**config.mk**
```make
export PLATFORM = sky130hd
export DESIGN_NAME = pkt_store_fwd_fifo
export DESIGN_NICKNAME = d
export VERILOG_FILES = /design/src/rtl/pkt_store_fwd_fifo.sv
export SDC_FILE = /design/constraint.sdc
export NUM_CORES = 2
export LEC_CHECK = 0
export ABC_CLOCK_PERIOD_IN_PS = 24800
export BUFFER_PORTS_ARGS = -buffer_cell sky130_fd_sc_hd__buf_4
export CELL_PAD_IN_SITES_DETAIL_PLACEMENT = 2
export CELL_PAD_IN_SITES_GLOBAL_PLACEMENT = 2
export CORE_MARGIN = 5
export CORE_UTILIZATION = 28
export CTS_CLUSTER_DIAMETER = 200
export DETAILED_ROUTE_END_ITERATION = 16
export PLACE_DENSITY_LB_ADDON = 0.12
export REMOVE_ABC_BUFFERS = 1
export SETUP_SLACK_MARGIN = 0.02
export SYNTH_ARGS = -nofsm -noshare
export SYNTH_HDL_FRONTEND = slang
export SYNTH_SLANG_ARGS = --single-unit
```
**constraint.sdc**
```tcl
create_clock -name aclk -period 24.8 [get_ports aclk]
set_input_delay 4.96 -clock aclk [delete_from_list [all_inputs] [get_ports aclk]]
set_output_delay 4.96 -clock aclk [all_outputs]
set_load 0.05 [all_outputs]
```
**src/rtl/pkt_store_fwd_fifo.sv**
```systemverilog
`default_nettype none
// ============================================================================
// pkt_store_fwd_fifo : store-and-forward AXI4-Stream packet FIFO; releases a
// packet only once its tlast beat is written, drops packets that do not fit.
// Revision 1.0
// ============================================================================
module pkt_store_fwd_fifo #(
    parameter int DATA_WIDTH  = 128,
    parameter int DEPTH       = 16,
    parameter int COUNT_WIDTH = 16
) (
    input  logic                     aclk,
    input  logic                     arst_n,
    input  logic                     in_tvalid,
    output logic                     in_tready,
    input  logic [DATA_WIDTH-1:0]    in_tdata,
    input  logic                     in_tlast,
    output logic                     out_tvalid,
    input  logic                     out_tready,
    output logic [DATA_WIDTH-1:0]    out_tdata,
    output logic                     out_tlast,
    output logic [COUNT_WIDTH-1:0]   pkt_count,
    output logic [COUNT_WIDTH-1:0]   drop_count,
    output logic [$clog2(DEPTH):0]   level
);

    localparam int AW = $clog2(DEPTH);
    localparam int PW = AW + 1;
    localparam logic [PW-1:0] C_DEPTH = PW'(DEPTH);

    typedef enum logic [0:0] {
        ST_ACCEPT = 1'b0,
        ST_DROP   = 1'b1
    } state_t;

    logic [DATA_WIDTH:0]    mem_q [DEPTH];
    state_t                 state_q, state_d;
    logic [PW-1:0]          wr_spec_q, wr_spec_d;
    logic [PW-1:0]          wr_cmt_q, wr_cmt_d;
    logic [PW-1:0]          rd_q, rd_d;
    logic [COUNT_WIDTH-1:0] pkt_q, pkt_d;
    logic [COUNT_WIDTH-1:0] drop_q, drop_d;
    logic                   rdy_q;
    logic                   ovld_q, ovld_d;
    logic [DATA_WIDTH:0]    odata_q, odata_d;
    logic                   w_beat;
    logic                   w_full;
    logic                   w_wr_en;
    logic                   w_rd_en;

    assign w_beat = in_tvalid && rdy_q;
    // Full is judged on registered pointers only; a same-cycle read frees nothing.
    assign w_full = ((wr_spec_q - rd_q) == C_DEPTH);

    always_comb begin
        state_d   = state_q;
        wr_spec_d = wr_spec_q;
        wr_cmt_d  = wr_cmt_q;
        pkt_d     = pkt_q;
        drop_d    = drop_q;
        w_wr_en   = 1'b0;
        case (state_q)
            ST_ACCEPT: begin
                if (w_beat) begin
                    if (!w_full) begin
                        w_wr_en   = 1'b1;
                        wr_spec_d = wr_spec_q + PW'(1);
                        if (in_tlast) begin
                            wr_cmt_d = wr_spec_q + PW'(1);
                            pkt_d    = (pkt_q == '1) ? pkt_q : pkt_q + COUNT_WIDTH'(1);
                        end
                    end else begin
                        wr_spec_d = wr_cmt_q;
                        drop_d    = (drop_q == '1) ? drop_q : drop_q + COUNT_WIDTH'(1);
                        if (!in_tlast) begin
                            state_d = ST_DROP;
                        end
                    end
                end
            end
            ST_DROP: begin
                if (w_beat && in_tlast) begin
                    state_d = ST_ACCEPT;
                end
            end
            default: state_d = ST_ACCEPT;
        endcase
    end

    // Single output register stage; only committed slots are ever read.
    always_comb begin
        rd_d    = rd_q;
        ovld_d  = ovld_q;
        odata_d = odata_q;
        w_rd_en = (rd_q != wr_cmt_q) && (!ovld_q || out_tready);
        if (w_rd_en) begin
            ovld_d  = 1'b1;
            odata_d = mem_q[rd_q[AW-1:0]];
            rd_d    = rd_q + PW'(1);
        end else if (out_tready) begin
            ovld_d  = 1'b0;
            odata_d = '0;
        end
    end

    always_ff @(posedge aclk) begin
        if (w_wr_en) begin
            mem_q[wr_spec_q[AW-1:0]] <= {in_tlast, in_tdata};
        end
    end

    always_ff @(posedge aclk or negedge arst_n) begin
        if (!arst_n) begin
            state_q   <= ST_ACCEPT;
            wr_spec_q <= '0;
            wr_cmt_q  <= '0;
            rd_q      <= '0;
            pkt_q     <= '0;
            drop_q    <= '0;
            rdy_q     <= 1'b0;
            ovld_q    <= 1'b0;
            odata_q   <= '0;
        end else begin
            state_q   <= state_d;
            wr_spec_q <= wr_spec_d;
            wr_cmt_q  <= wr_cmt_d;
            rd_q      <= rd_d;
            pkt_q     <= pkt_d;
            drop_q    <= drop_d;
            rdy_q     <= 1'b1;
            ovld_q    <= ovld_d;
            odata_q   <= odata_d;
        end
    end

    assign in_tready  = rdy_q;
    assign out_tvalid = ovld_q;
    assign out_tdata  = odata_q[DATA_WIDTH-1:0];
    assign out_tlast  = odata_q[DATA_WIDTH];
    assign pkt_count  = pkt_q;
    assign drop_count = drop_q;
    assign level      = wr_spec_q - rd_q;

endmodule
`default_nettype wire
```
==> implementation parameters <==
Parameter                              Value

Final layout
  Final non-filler cell total    8460
  # fillers    29600
  Area growth, synth to finish    17.8%
  Commonest cells after routing, fill and taps aside    2064 x edfxtp_1, 645 x mux4_2, 369 x buf_4
  Share of cells above drive strength 1    32.4%
  Final-stage net count    4289
  Most frequent standard cell in the layout excluding fill and tap cells    edfxtp_1
  Fin util    33.1%

Global route
  Pin count of the biggest net entering global routing    136
  Number of antenna violations at the first check in global routing    39
  Vias in the first global route    45100
  First-pass GRT wire length    345 mm
  All-Layer GR Usage    14.9%
  Total overflow reported by the global router    0

Placed design
  PortBufs    300
  Number of cells after detailed placement    7975
  DP Wirelength    135 mm
  Final weighted congestion in routability-driven placement    0.678
  Setup slack after placement    15640 ps

Detailed routing
  Router iterations before antenna repair    5
  Iter 0 DRT Violations    2926
  Total number of vias    39600
  Final ANT Viol Nets    0
  Vias per Instance    4.68
  DRC violation count after routing    0
  Average wire per standard cell    28.1 um
  Post-Route WL    238 mm

CTS
  Maximum clock path buffer count    4
  CTS tree    yes
  Clock tree sinks    2243
  Number of levels in the clock H-tree    5
  Resize count post-CTS    0
  Root Driver    clkbuf_16
  Buffers inserted by post-CTS timing repair    0
  Hold buffer count at cts    0
  Later-pin clock latency in the skew report    880 ps
  CTS clock-pin slew for the worst setup and hold paths    60 ps
  CTS Buf Count    267

Hold path
  Path class of the lowest-slack min-delay path    flop to flop
  Cell depth of the worst hold path    1

Status
  Run status    finished, final reports clean

STA
  Slew at the pin closest to its max-slew limit    1070 ps
  Fmax    121 MHz
  Final setup margin    16540 ps
  Final clock period utilization by the worst path    33.3%
  Setup clock skew after layout    50.8 ps
  Setup violations, final    0
  Tightest slew margin relative to the limit    28.3%
  Worst hold slack across all endpoints    507 ps
  Final slew viol count    0
  Unrepaired setup endpoints after global routing    false
  Final count of hold timing violations    0
  Fin crit period    8260 ps

Setup path
  Register-to-Register Path Depth    9
  WP data arrival    3300 ps
  Crit Path Category    flop to output pin
  Source of the critical timing path    rd_q[1]
  Critical path capture point type    output pin
  R2R Path End    mem_q[10][18]
  Required time of the critical path    19840 ps
  Setup slack on the worst flop-to-flop path    19080 ps
  Startpoint of the worst register-to-register path    rd_q[1]
  Crit path max fanout    45
  Type of origin of the critical path    flop
  Worst setup endpoint    level[3]

Job
  Max-cap violations    0

Die
  Total die area    317000 um2
  Number of standard-cell rows in the floorplan    203
  Initial core utilization    28.1%
  Die Width    563 um
  Core footprint    305000 um2
  Die Y-Extent    563 um
  Number of top-level pins    301

Yosys
  Number of warnings printed during yosys synthesis    0
  Netlist cell types    44
  Summed instance area of the synthesized netlist    85600 um2
  Area share of the leading cell type in the synthesized netlist    72.4%
  Cells taking the most area after synthesis    edfxtp_1 72%, mux4_2 17%, dfrtp_1 5.2%, nand2_1 1.2%, o211ai_1 1.1%
  Post-Syn Instances    3711
  Number of synthesized register bits    2243
  Cell type with the largest total area after synthesis    edfxtp_1
  Seq/Total Area, Yosys    77.6%
  Mean instance size in the synthesized netlist    23.1 um2

Power
  Leak    32.4 nW
  Pwr/cell area    117 nW/um2
  Maximum VDD drop    104 uV
-- logic make-up after synthesis --
| kind of cell | share of synthesized area, % |
|---|---|
| AO/OA/AOI/OAI | 1.32 |
| XOR/XNOR | 0.430 |
| adder cells (fa/ha/maj) | 0.184 |
| buffers and inverters | 1.40 |
| flip-flops | 77.6 |
| multiplexers | 17.1 |
| other | 0.00438 |
| AND/OR/NAND/NOR | 1.94 |
-- worst min path at each step --
stage,startpoint,to,slack (ps)
final,pkt_count[10],pkt_count[10],510
after floorplan,rd_q[4],rd_q[4],500
after detailed placement,pkt_count[10],pkt_count[10],500
after global placement,drop_count[10],drop_count[10],480
after global routing,drop_count[10],drop_count[10],530
after CTS,pkt_count[10],pkt_count[10],510
-- routing by layer --
layer	wire length, um	vias to the layer above	global-route usage, %
met5	97	-	0
met4	4340	14	3.11
met3	11000	311	2.97
met2	114000	722	24.1
met1	109000	22000	20.8
li1	-	16600	-
-- synth_stat cells (all sizes together) --
master	count
a211oi	1
a21oi	8
a22oi	1
a2bb2oi	2
a311o	1
a31oi	2
and2	3
and3	12
and4	7
and4b	4
buf	121
clkbuf	95
clkinv	1
conb	1
dfrtp	179
edfxtp	2064
fa	1
ha	11
inv	11
mux2	5
mux2i	5
mux4	645
nand2	275
nand2b	4
nand3	20
nand4	20
nand4b	1
nor2	13
nor3	7
nor4	2
nor4b	4
o211ai	129
o21ai	11
or2	2
or3	1
xnor2	31
xor2	11
-- metrics by stage --
stage          instance area (um2)  setup TNS [ps]  power, mW
6_report                    101000               0       11.8
2_1_floorplan                84400        -8551740       8.52
3_5_place_dp                 92700               0       8.36
4_1_cts                     101000               0       12.2
3_3_place_gp                 92700               0       8.35
5_1_grt                     101000               0       12.4
-- layout make-up --
| type | count | area [um2] | share of cell area, % |
|---|---|---|---|
| clock inverter | 116 | 960 | 0.951 |
| tap | 4100 | 5130 | 5.09 |
| sequential | 2243 | 66500 | 65.9 |
| timing repair buffer | 380 | 2990 | 2.96 |
| clock buffer | 358 | 7200 | 7.14 |
| inverter | 12 | 60.1 | 0.0595 |
| antenna | 11 | 27.5 | 0.0273 |
| multi-input combinational | 1240 | 18000 | 17.9 |
-- worst max-delay path, stage by stage (launching register included) --
cell	delay, ps
dfrtp_4	900
inv_1	210
ha_1	320
nand2b_1	70
a21oi_1	70
xnor2_1	540
inv_1	110
buf_4	220
-- report_power, final --
group	total, mW	switching, mW	internal, mW
logic	3.49	2.06	1.43
clock network	3.71	1.56	2.15
registers	4.63	0.181	4.45
total	11.8	3.81	8.03
-- registers in the layout (all words and copies together), names as in the netlist --
signal / count
odata_q: 129
state_q: 1
mem_q: 2064
drop_count: 16
wr_spec_q: 5
in_tready: 1
wr_cmt_q: 5
rd_q: 5
pkt_count: 16
out_tvalid: 1
Power figures use the tool's default switching activity.
